File: src/rtl/sfq_jtl_array.sv
// sfq_jtl_array: CHANNELS toggle-encoded SFQ lines, each delayed DELAY cycles, with enable, separation check and counters
// clk, rst      : rising-edge clock, synchronous active-high reset
// in, en        : toggle-encoded input pulses and per-channel accept enable
// viol_clr      : clears every sticky violation flag (a same-edge violation still sets its flag)
// out, viol     : toggle-encoded delayed pulses and sticky separation-violation flags
// pulse_cnt     : per-channel emitted-pulse count, channel i at [i*CNT_W +: CNT_W]
module sfq_jtl_array #(
   parameter int CHANNELS = 4,
   parameter int DELAY    = 4,
   parameter int MIN_SEP  = 2,
   parameter int CNT_W    = 16
) (
   input  logic                      clk,
   input  logic                      rst,
   input  logic [CHANNELS-1:0]       in,
   input  logic [CHANNELS-1:0]       en,
   input  logic                      viol_clr,
   output logic [CHANNELS-1:0]       out,
   output logic [CHANNELS-1:0]       viol,
   output logic [CHANNELS*CNT_W-1:0] pulse_cnt
);
   // MIN_SEP of 0 or 1 collapses to a threshold of 1, which a gap reloaded with 1 always meets
   localparam int GW = MIN_SEP > 1 ? $clog2(MIN_SEP + 1) : 1;
   localparam logic [GW-1:0] SEP = GW'(MIN_SEP > 1 ? MIN_SEP : 1);
   logic [CHANNELS-1:0] in_q, det, acc, bad;
   assign det = in ^ in_q;
   always_ff @(posedge clk) begin
      in_q <= in;
      viol <= rst ? '0 : (viol_clr ? bad : viol | bad);
   end
   for (genvar i = 0; i < CHANNELS; i++) begin : g_ch
      logic [GW-1:0]    gap;
      logic [DELAY-1:0] dl;
      logic             o;
      logic [CNT_W-1:0] c;
      logic             ok;
      assign ok     = gap >= SEP;
      assign acc[i] = det[i] & en[i] & ok;
      assign bad[i] = det[i] & en[i] & ~ok;
      always_ff @(posedge clk) begin
         if (rst) begin
            gap <= SEP;
            dl  <= '0;
            o   <= 1'b0;
            c   <= '0;
         end else begin
            gap <= acc[i] ? GW'(1) : (ok ? gap : gap + 1'b1);
            dl  <= DELAY'({dl, acc[i]});
            o   <= o ^ dl[DELAY-1];
            c   <= c + CNT_W'(dl[DELAY-1]);
         end
      end
      assign out[i]                     = o;
      assign pulse_cnt[i*CNT_W +: CNT_W] = c;
   end
endmodule

File: config.mk
export PLATFORM = sky130hd
export DESIGN_NAME = sfq_jtl_array
export DESIGN_NICKNAME = d
export VERILOG_FILES = /design/src/rtl/sfq_jtl_array.sv
export SDC_FILE = /design/constraint.sdc
export NUM_CORES = 1
export LEC_CHECK = 0
export ABC_CLOCK_PERIOD_IN_PS = 1600
export CORE_UTILIZATION = 30
export CTS_BUF_LIST = sky130_fd_sc_hd__clkbuf_4
export CTS_CLUSTER_DIAMETER = 60
export DETAILED_ROUTE_END_ITERATION = 16
export SYNTH_ARGS = -nofsm -noshare
export SYNTH_HDL_FRONTEND = slang
export SYNTH_SLANG_ARGS = --single-unit
File: constraint.sdc
create_clock -name clk -period 1.6 [get_ports clk]
set_input_delay 0.32 -clock clk [delete_from_list [all_inputs] [get_ports clk]]
set_output_delay 0.32 -clock clk [all_outputs]
set_load 0.02 [all_outputs]
======== Yosys cells after proc, flatten, opt, wreduce, memory -nomap -nowiden ========
Cells that the tools add are included.
Widths: inputs -> output; s select.
word-level totals
  register bits after elaboration ......... 100
  bits in latches ......................... 0
  RAM bits ................................ 0
  memory bits (read-only) ................. 0
  bits of input ports ..................... 11
  output and inout bits ................... 72
  memories kept ........................... 0
cells by class
  add/sub/neg operators ................... 8
  multipliers ............................. 0
  divide/modulo/power cells ............... 0
  magnitude comparators ................... 4
  eq/ne operators ......................... 4
  shift-type cells ........................ 0
  mux-type cells .......................... 9
  bitwise operators ....................... 22
  reductions and logical operators ........ 0
operator list
  cell                 number
  $add 16x1->16        4
  $mux 2               8
  $and 1x1->1          12
  $add 2x1->2 const B  4
  $ge 2x2->1 const B   4
  $ne 2x2->1 const B   4
  $mux 4               1
  $not 1->1            4
  $or 4x4->4           1
  $xor 1x1->1          4
  $xor 4x4->4          1

======== Longest topological paths before layout ========
Gate-level depths: netlist of run 1.
  depth in word-level cells ............... 5
  gate-level depth with buffers ........... 6

======== Worst setup path before layout of run 1 ========
Ideal clock, no wire load.
  kind .................................... register to register
  start ................................... register g_ch[3].c[0]
  end ..................................... register g_ch[3].c[14]
  library setup time ...................... 128 ps
  arrival ................................. 1512 ps
  required time ........................... 1472 ps
  slack ................................... -39 ps
  cell stages (with the launch flop) ...... 7
  buffers on the path ..................... 0
  cells stage by stage .................... dfxtp_1 -> ha_1 -> ha_1 -> nand3_2 -> nor4_2 -> xnor2_1 -> nor2_1
between the ends
  word-level cells in the longest chain between the ends .. 1
ends and longest elaborated chain
  item                    line  RTL
  from (decl)             35    logic [CNT_W-1:0] c;
  from (signal assigned)  50    c <= c + CNT_W'(dl[DELAY-1]);
  $add 16x1->16           50
Every way passes these cells.
A chain may end at the register's enable or synchronous reset.

======== Worst setup path after layout of run 1 ========
  start ................................... register g_ch[3].c[1]
  end ..................................... output pulse_cnt[49]
RTL lines
  item       line  RTL
  to (decl)  20    output logic [CHANNELS*CNT_W-1:0] pulse_cnt
No word-level cell between the ends.

==> flow_metrics.env, run 1 <==
export IMPL_status="complete, no violations"
export IMPL_cp_num_buf_inv=1
export IMPL_r2r_start="g_ch[1].c[0]"
export IMPL_insertion_delay_ns=0.46
export IMPL_min_path_type="input pin to flop"
export IMPL_num_vias=3166
export IMPL_p_sw_uw=931
export IMPL_drt_iter0_markers=140
export IMPL_critical_path_top_delay_family="flip-flops"
export IMPL_register_area_sq_um=2040
export IMPL_ant_nets=0
export IMPL_swShare_pct=22.9
export IMPL_numCtsBuffers=9
export IMPL_clk_path_buf_depth=2
export IMPL_fill_cells=1368
export IMPL_gp_congestion=0.761
export IMPL_area_delta_synth_final_pct=31.8
export IMPL_root_buffer="clkbuf_4"
export IMPL_multi_input_area_sq_um=2120
export IMPL_holdPathStages=2
export IMPL_die_y_microns=119
export IMPL_grt_remaining_overflow=0
export IMPL_synth_cells=424
export IMPL_io_pins=83
export IMPL_avgSynthCellArea_sq_um=9.64
export IMPL_netlist_area_sq_um=4090
export IMPL_viasPerCell=4.54
export IMPL_grt_setup_unrepaired="true"
export IMPL_die_area_sq_um=14100
export IMPL_start_kind="flop"
export IMPL_reg2reg_depth=6
export IMPL_drcViolationCount=0
export IMPL_drive_gt1_share_pct=24.8
export IMPL_rr_endpoint="g_ch[1].c[14]"
export IMPL_routed_wl_mm=8.39
export IMPL_max_freq_ghz=0.651
export IMPL_crit_arrival_ns=1.22
export IMPL_path_class="flop to primary output"
export IMPL_ir_worst_vdd_mv=0.329
export IMPL_crit_path_cell_trace="dlygate4sd2_1"
export IMPL_power_frac_seq_pct=62.8
export IMPL_cellInternalPower_mw=3.14
export IMPL_power_frac_comb_pct=4.9
export IMPL_final_setup_viol_count=0
export IMPL_dieWidth_microns=119
export IMPL_setup_tns_ns=0
export IMPL_ys_seq_area_share_pct=49.0
export IMPL_diodes=0
export IMPL_slew_headroom_pct=72.4
export IMPL_first_pass_iters=4
export IMPL_finalCriticalPeriod_ns=1.54
export IMPL_max_cap_violations=0
export IMPL_coreArea_sq_um=13200
export IMPL_ys_seq_elements=100
export IMPL_power_mw=4.07
export IMPL_tritoncts="built"
export IMPL_yosysWarnings=0
export IMPL_syn_nets=448
export IMPL_hold_viol=0
export IMPL_r2r_setup_slack_ns=0.09
export IMPL_place_hpwl_mm=5.89
export IMPL_start_util_pct=30.9
export IMPL_min_to="g_ch[2].dl[2]"
export IMPL_period_share_pct=96.0
export IMPL_cts_hold_buf=0
export IMPL_grt_pass1_wl_mm=14.3
export IMPL_clkSinkCount=100
export IMPL_grt_start_max_net_pins=45
export IMPL_crit_fanout=4
export IMPL_clk_pin_slew_ns=0.14
export IMPL_worst_ep_required_time_ns=1.28
export IMPL_slowest_delay_ns=0.42
export IMPL_min_from="rst"
export IMPL_endpoint_kind="primary output"
export IMPL_worst_path_max_delay_cell="dfxtp_2"
export IMPL_worst_pin_slew_ns=0.413
export IMPL_power_density_nw_per_um2=756
export IMPL_finalClockSkew_ns=0.0211
export IMPL_wl_per_cell_microns=12.0
export IMPL_antenna_found_initial=0
export IMPL_grt_pass1_vias=3176
export IMPL_final_nets=541
export IMPL_leakage_nw=2.09
export IMPL_io_buffers=82
export IMPL_grt_usage_pct=12.6
export IMPL_drv_slew=0
export IMPL_yosysUniqueCellTypes=28
export IMPL_htreeDepth=3
export IMPL_p_clk_share_pct=32.2
export IMPL_fp_row_count=42
-- flip-flops by register name (all words and copies together), names as in the netlist --
register  flops
g_ch.c       64
g_ch.dl      16
g_ch.gap      8
g_ch.o        4
in_q          4
viol          4
-- how the worst max path moves through the flow --
stage	start	cells past startpoint	to	slack (ns)
CTS	g_ch[1].c[3]	1	pulse_cnt[19]	0.00007
global route	g_ch[1].c[15]	1	pulse_cnt[31]	-0.001
finish	g_ch[3].c[1]	1	pulse_cnt[49]	0.06
detailed placement	g_ch[1].c[0]	6	g_ch[1].c[14]	-0.05
floorplan	g_ch[1].c[0]	6	g_ch[1].c[14]	0.0002
global placement	g_ch[1].dl[3]	6	g_ch[1].c[14]	0.04
-- through the flow --
| stage | worst slack [ns] | utilization, % | cell area (sq um) | cells | hold slack, ns |
|---|---|---|---|---|---|
| after floorplan | 0.000201 | - | 4100 | 424 | 0.348 |
| after global placement | 0.0418 | 39.1 | 5180 | 681 | 0.426 |
| after detailed placement | -0.0521 | 39.1 | 5180 | 681 | 0.420 |
| after CTS | 0.0000705 | 40.1 | 5310 | 696 | 0.240 |
| after global routing | -0.00142 | 40.7 | 5390 | 697 | 0.251 |
| final | 0.0640 | 40.7 | 5390 | 697 | 0.268 |
-- metal layers --
layer	part of all wire (%)	GRT usage, %	vias to the layer above
li1	-	-	1615
met1	47	14.7	1477
met2	47	21.5	59
met3	3.6	2.94	15
met4	2.4	6.80	0
met5	0	0	-
-- cells in the mapped netlist --
master	number	area, sq um
nand4_4	3	63.8
xor2_1	10	87.6
inv_1	14	52.6
nand4_2	2	25.0
nor4_1	2	12.5
clkbuf_1	10	37.5
nand2b_1	1	6.26
or3_1	9	56.3
nor4_2	15	188
and2_1	4	25.0
buf_4	4	30.0
a21oi_1	14	70.1
xnor2_1	44	385
a211oi_1	4	30.0
nand2_1	17	63.8
nor3_1	27	135
nor2_1	63	236
nand3_2	4	40.0
dfxtp_1	100	2000
buf_1	1	3.75
nand3_1	17	85.1
o21ai_0	9	45.0
nand4_1	7	43.8
a31o_2	1	8.76
nor2b_1	24	150
ha_1	13	163
a211o_1	4	35.0
nand2_2	1	6.26
-- power groups by stage --
stage          Clock [mW]  Sequential (mW)  Combinational (mW)
6_report             1.31             2.56               0.201
5_1_grt              1.50             2.57               0.228
4_1_cts              1.39             2.56               0.205
3_5_place_dp            0             2.62               0.207
3_3_place_gp            0             2.61               0.196
2_1_floorplan           0             2.61               0.130
-- cell type report --
| cell class | count | area share [%] |
|---|---|---|
| multi-input cells | 295 | 39.4 |
| flip-flops and latches | 100 | 37.8 |
| repair buffers | 97 | 15.3 |
| well taps | 176 | 4.09 |
| clock buffers | 12 | 1.67 |
| inverters | 14 | 0.975 |
| clock inverters | 3 | 0.720 |
-- repair_timing --
item                                    in CTS  in global routing
cloned                                       0                  0
pin swaps                                    0                  5
buffers inserted                             0                  1
resized for setup                          125                 78
endpoints found under the setup margin      76                 65
-- layout by cell type (no fill, tap or decap), drive strengths merged, types with 10 or more instances in the layout --
cell type	instances
inv	14
ha	13
xor2	10
dlygate4sd2	25
nand2	18
nor2	63
nand4	12
nor3	27
nor4	17
clkbuf	32
dfxtp	100
nand3	21
buf	16
a21oi	14
clkdlybuf4s15	27
xnor2	44
nor2b	24
-- kinds of logic after synthesis --
logic type / Yosys count / share of synthesized area [%]
DFF: 100 / 49.0
and+or+nand+nor: 196 / 27.8
AOI/OAI and AO/OA: 32 / 4.62
xor gates and xnor gates: 54 / 11.6
buffers and inverters: 29 / 3.03
adders and majority gates: 13 / 3.98
No activity file was read; power rests on OpenSTA's default activity.
==> run 2, diff against run 1 <==
--- a/config.mk
+++ b/config.mk
@@ -9,6 +9,7 @@
 export CORE_UTILIZATION = 30
 export CTS_BUF_LIST = sky130_fd_sc_hd__clkbuf_4
 export CTS_CLUSTER_DIAMETER = 60
+export CTS_CLUSTER_SIZE = 10
 export DETAILED_ROUTE_END_ITERATION = 16
 export SYNTH_ARGS = -nofsm -noshare
 export SYNTH_HDL_FRONTEND = slang
==> results of run 2 <==
Same layout as run 1: the final DEF is identical, and so are final timing and power.
==> run 3, diff against run 2 <==
--- a/config.mk
+++ b/config.mk
@@ -11,6 +11,7 @@
 export CTS_CLUSTER_DIAMETER = 60
 export CTS_CLUSTER_SIZE = 10
 export DETAILED_ROUTE_END_ITERATION = 16
+export RECOVER_POWER = 100
 export SYNTH_ARGS = -nofsm -noshare
 export SYNTH_HDL_FRONTEND = slang
 export SYNTH_SLANG_ARGS = --single-unit
==> run 3 against run 2 <==
Largest power group unchanged. Flip-flop and latch count unchanged. Setup slack about the same. Total power about the same. Final cell count unchanged. Critical path type unchanged. Clock power about the same. Maximum frequency about the same. First-iteration DRC count unchanged. Hold slack got worse by 0.0010 ns.
==> flow_metrics.env, run 3 (synthesis gave the netlist of run 1 again) <==
export IMPL_final_nets=541
export IMPL_worst_path_max_delay_cell="dfxtp_2"
export IMPL_register_area_sq_um=2040
export IMPL_power_frac_comb_pct=4.9
export IMPL_start_util_pct=30.9
export IMPL_p_clk_share_pct=32.2
export IMPL_viasPerCell=4.56
export IMPL_root_buffer="clkbuf_4"
export IMPL_final_setup_viol_count=0
export IMPL_worst_ep_required_time_ns=1.28
export IMPL_regMostFlops="g_ch.c"
export IMPL_hold_viol=0
export IMPL_period_share_pct=96.0
export IMPL_holdWs_ns=0.267
export IMPL_cp_num_buf_inv=1
export IMPL_num_vias=3178
export IMPL_cts_hold_buf=0
export IMPL_dieWidth_microns=119
export IMPL_grt_setup_unrepaired="true"
export IMPL_clkSinkCount=100
export IMPL_final_area_sq_um=5380
export IMPL_start_kind="flop"
export IMPL_antenna_found_initial=0
export IMPL_critical_path_top_delay_family="flip-flops"
export IMPL_drt_iter0_markers=140
export IMPL_min_path_type="input pin to flop"
export IMPL_clk_pin_slew_ns=0.14
export IMPL_crit_fanout=4
export IMPL_gp_congestion=0.761
export IMPL_die_area_sq_um=14100
export IMPL_fill_cells=1369
export IMPL_io_buffers=82
export IMPL_status="complete, no violations"
export IMPL_wl_per_cell_microns=12.1
export IMPL_drive_gt1_share_pct=24.4
export IMPL_final_core_util_pct=40.6
export IMPL_coreArea_sq_um=13200
export IMPL_multi_input_area_sq_um=2120
export IMPL_endpoint_kind="primary output"
export IMPL_final_cell_mix="dfxtp_1 (71), nor2_1 (63), xnor2_1 (44)"
export IMPL_finalClockSkew_ns=0.0211
export IMPL_grt_usage_pct=12.6
export IMPL_slew_headroom_pct=72.6
export IMPL_p_sw_uw=931
export IMPL_max_cap_violations=0
export IMPL_die_y_microns=119
export IMPL_insertion_delay_ns=0.46
export IMPL_routed_wl_mm=8.41
export IMPL_power_frac_seq_pct=62.9
export IMPL_grt_pass1_wl_mm=14.3
export IMPL_drcViolationCount=0
export IMPL_numCtsBuffers=9
export IMPL_htreeDepth=3
export IMPL_leakage_nw=2.09
export IMPL_path_class="flop to primary output"
export IMPL_fp_row_count=42
export IMPL_top_regs="g_ch.c: 64 flops, g_ch.dl: 16 flops, g_ch.gap: 8 flops"
export IMPL_ir_worst_vdd_mv=0.329
export IMPL_first_pass_iters=4
export IMPL_power_density_nw_per_um2=756
export IMPL_io_pins=83
export IMPL_grt_start_max_net_pins=45
export IMPL_finalCriticalPeriod_ns=1.54
export IMPL_place_hpwl_mm=5.89
export IMPL_diodes=0
export IMPL_swShare_pct=22.9
export IMPL_grt_pass1_vias=3176
export IMPL_ant_nets=0
export IMPL_max_freq_ghz=0.651
export IMPL_area_delta_synth_final_pct=31.6
export IMPL_placed_area_sq_um=5180
export IMPL_mostFrequentLayoutCell="dfxtp_1"
export IMPL_crit_path_cell_trace="dlygate4sd2_1"
export IMPL_drv_slew=0
export IMPL_crit_arrival_ns=1.22
export IMPL_clk_path_buf_depth=2
export IMPL_cellInternalPower_mw=3.14
export IMPL_largest_register_ffs=64
export IMPL_slowest_delay_ns=0.42
export IMPL_tritoncts="built"
export IMPL_grt_remaining_overflow=0
export IMPL_worst_pin_slew_ns=0.410
[run 3: cell count changes in the layout (fill, tap and decap cells not counted)]
cell             change
dlygate4sd3_1        +4
buf_4                -2
clkdlybuf4s50_1      -4
clkbuf_1             +2
[run 3: layout make-up]
cell class | instances | area share, %
Clock inverter | 3 | 0.721
Tap cell | 176 | 4.09
Sequential cell | 100 | 37.9
Timing Repair Buffer | 97 | 15.2
Inverter | 14 | 0.977
Clock buffer | 12 | 1.67
Multi-Input combinational cell | 295 | 39.4
[run 3: power groups by stage]
stage	logic, mW	registers (mW)	clock network [mW]
after floorplan	0.130	2.61	0
after global placement	0.196	2.61	0
after detailed placement	0.207	2.62	0
after CTS	0.205	2.56	1.39
after global routing	0.224	2.57	1.50
final	0.198	2.56	1.31
[run 3: routing by layer]
metal  share of wire (%)  global-route usage (%)  up-vias
met5                   0                       0        -
met4                 2.4                    6.80        0
met3                 3.7                    2.94       15
met2                  47                    21.5       63
met1                  46                    14.7     1485
li1                    -                       -     1615
[run 3: worst register-to-register path, stage by stage (launching register included)]
cell and delay, ns:
dfxtp_2 0.37, ha_2 0.22, ha_4 0.16, nand3_4 0.14, nor4_4 0.30, xnor2_1 0.16, nor2_1 0.06
[run 3: final timing paths]
check / from / to / slack, ns / cells past startpoint
min: rst / g_ch[2].dl[2] / 0.27 / 2
max reg2reg: g_ch[1].c[0] / g_ch[1].c[14] / 0.09 / 6
max: g_ch[3].c[1] / pulse_cnt[49] / 0.06 / 1
min reg2reg: g_ch[1].dl[2] / g_ch[1].dl[3] / 0.45 / 1
[run 3: per-stage QoR]
step / setup slack (ns) / TNS, ns / std cells / power (mW)
6_report: 0.0641 / 0 / 697 / 4.07
5_1_grt: -0.00142 / -0.00242 / 697 / 4.29
4_1_cts: 0.0000705 / 0 / 696 / 4.16
3_5_place_dp: -0.0521 / -0.0658 / 681 / 2.82
3_3_place_gp: 0.0418 / 0 / 681 / 2.81
2_1_floorplan: 0.000201 / 0 / 424 / 2.74
[run 3: what timing repair did]
action,4_1_cts,5_1_grt
pin swaps,0,5
endpoints found under the setup margin,76,65
gates resized for setup,125,78
buffers inserted,0,1
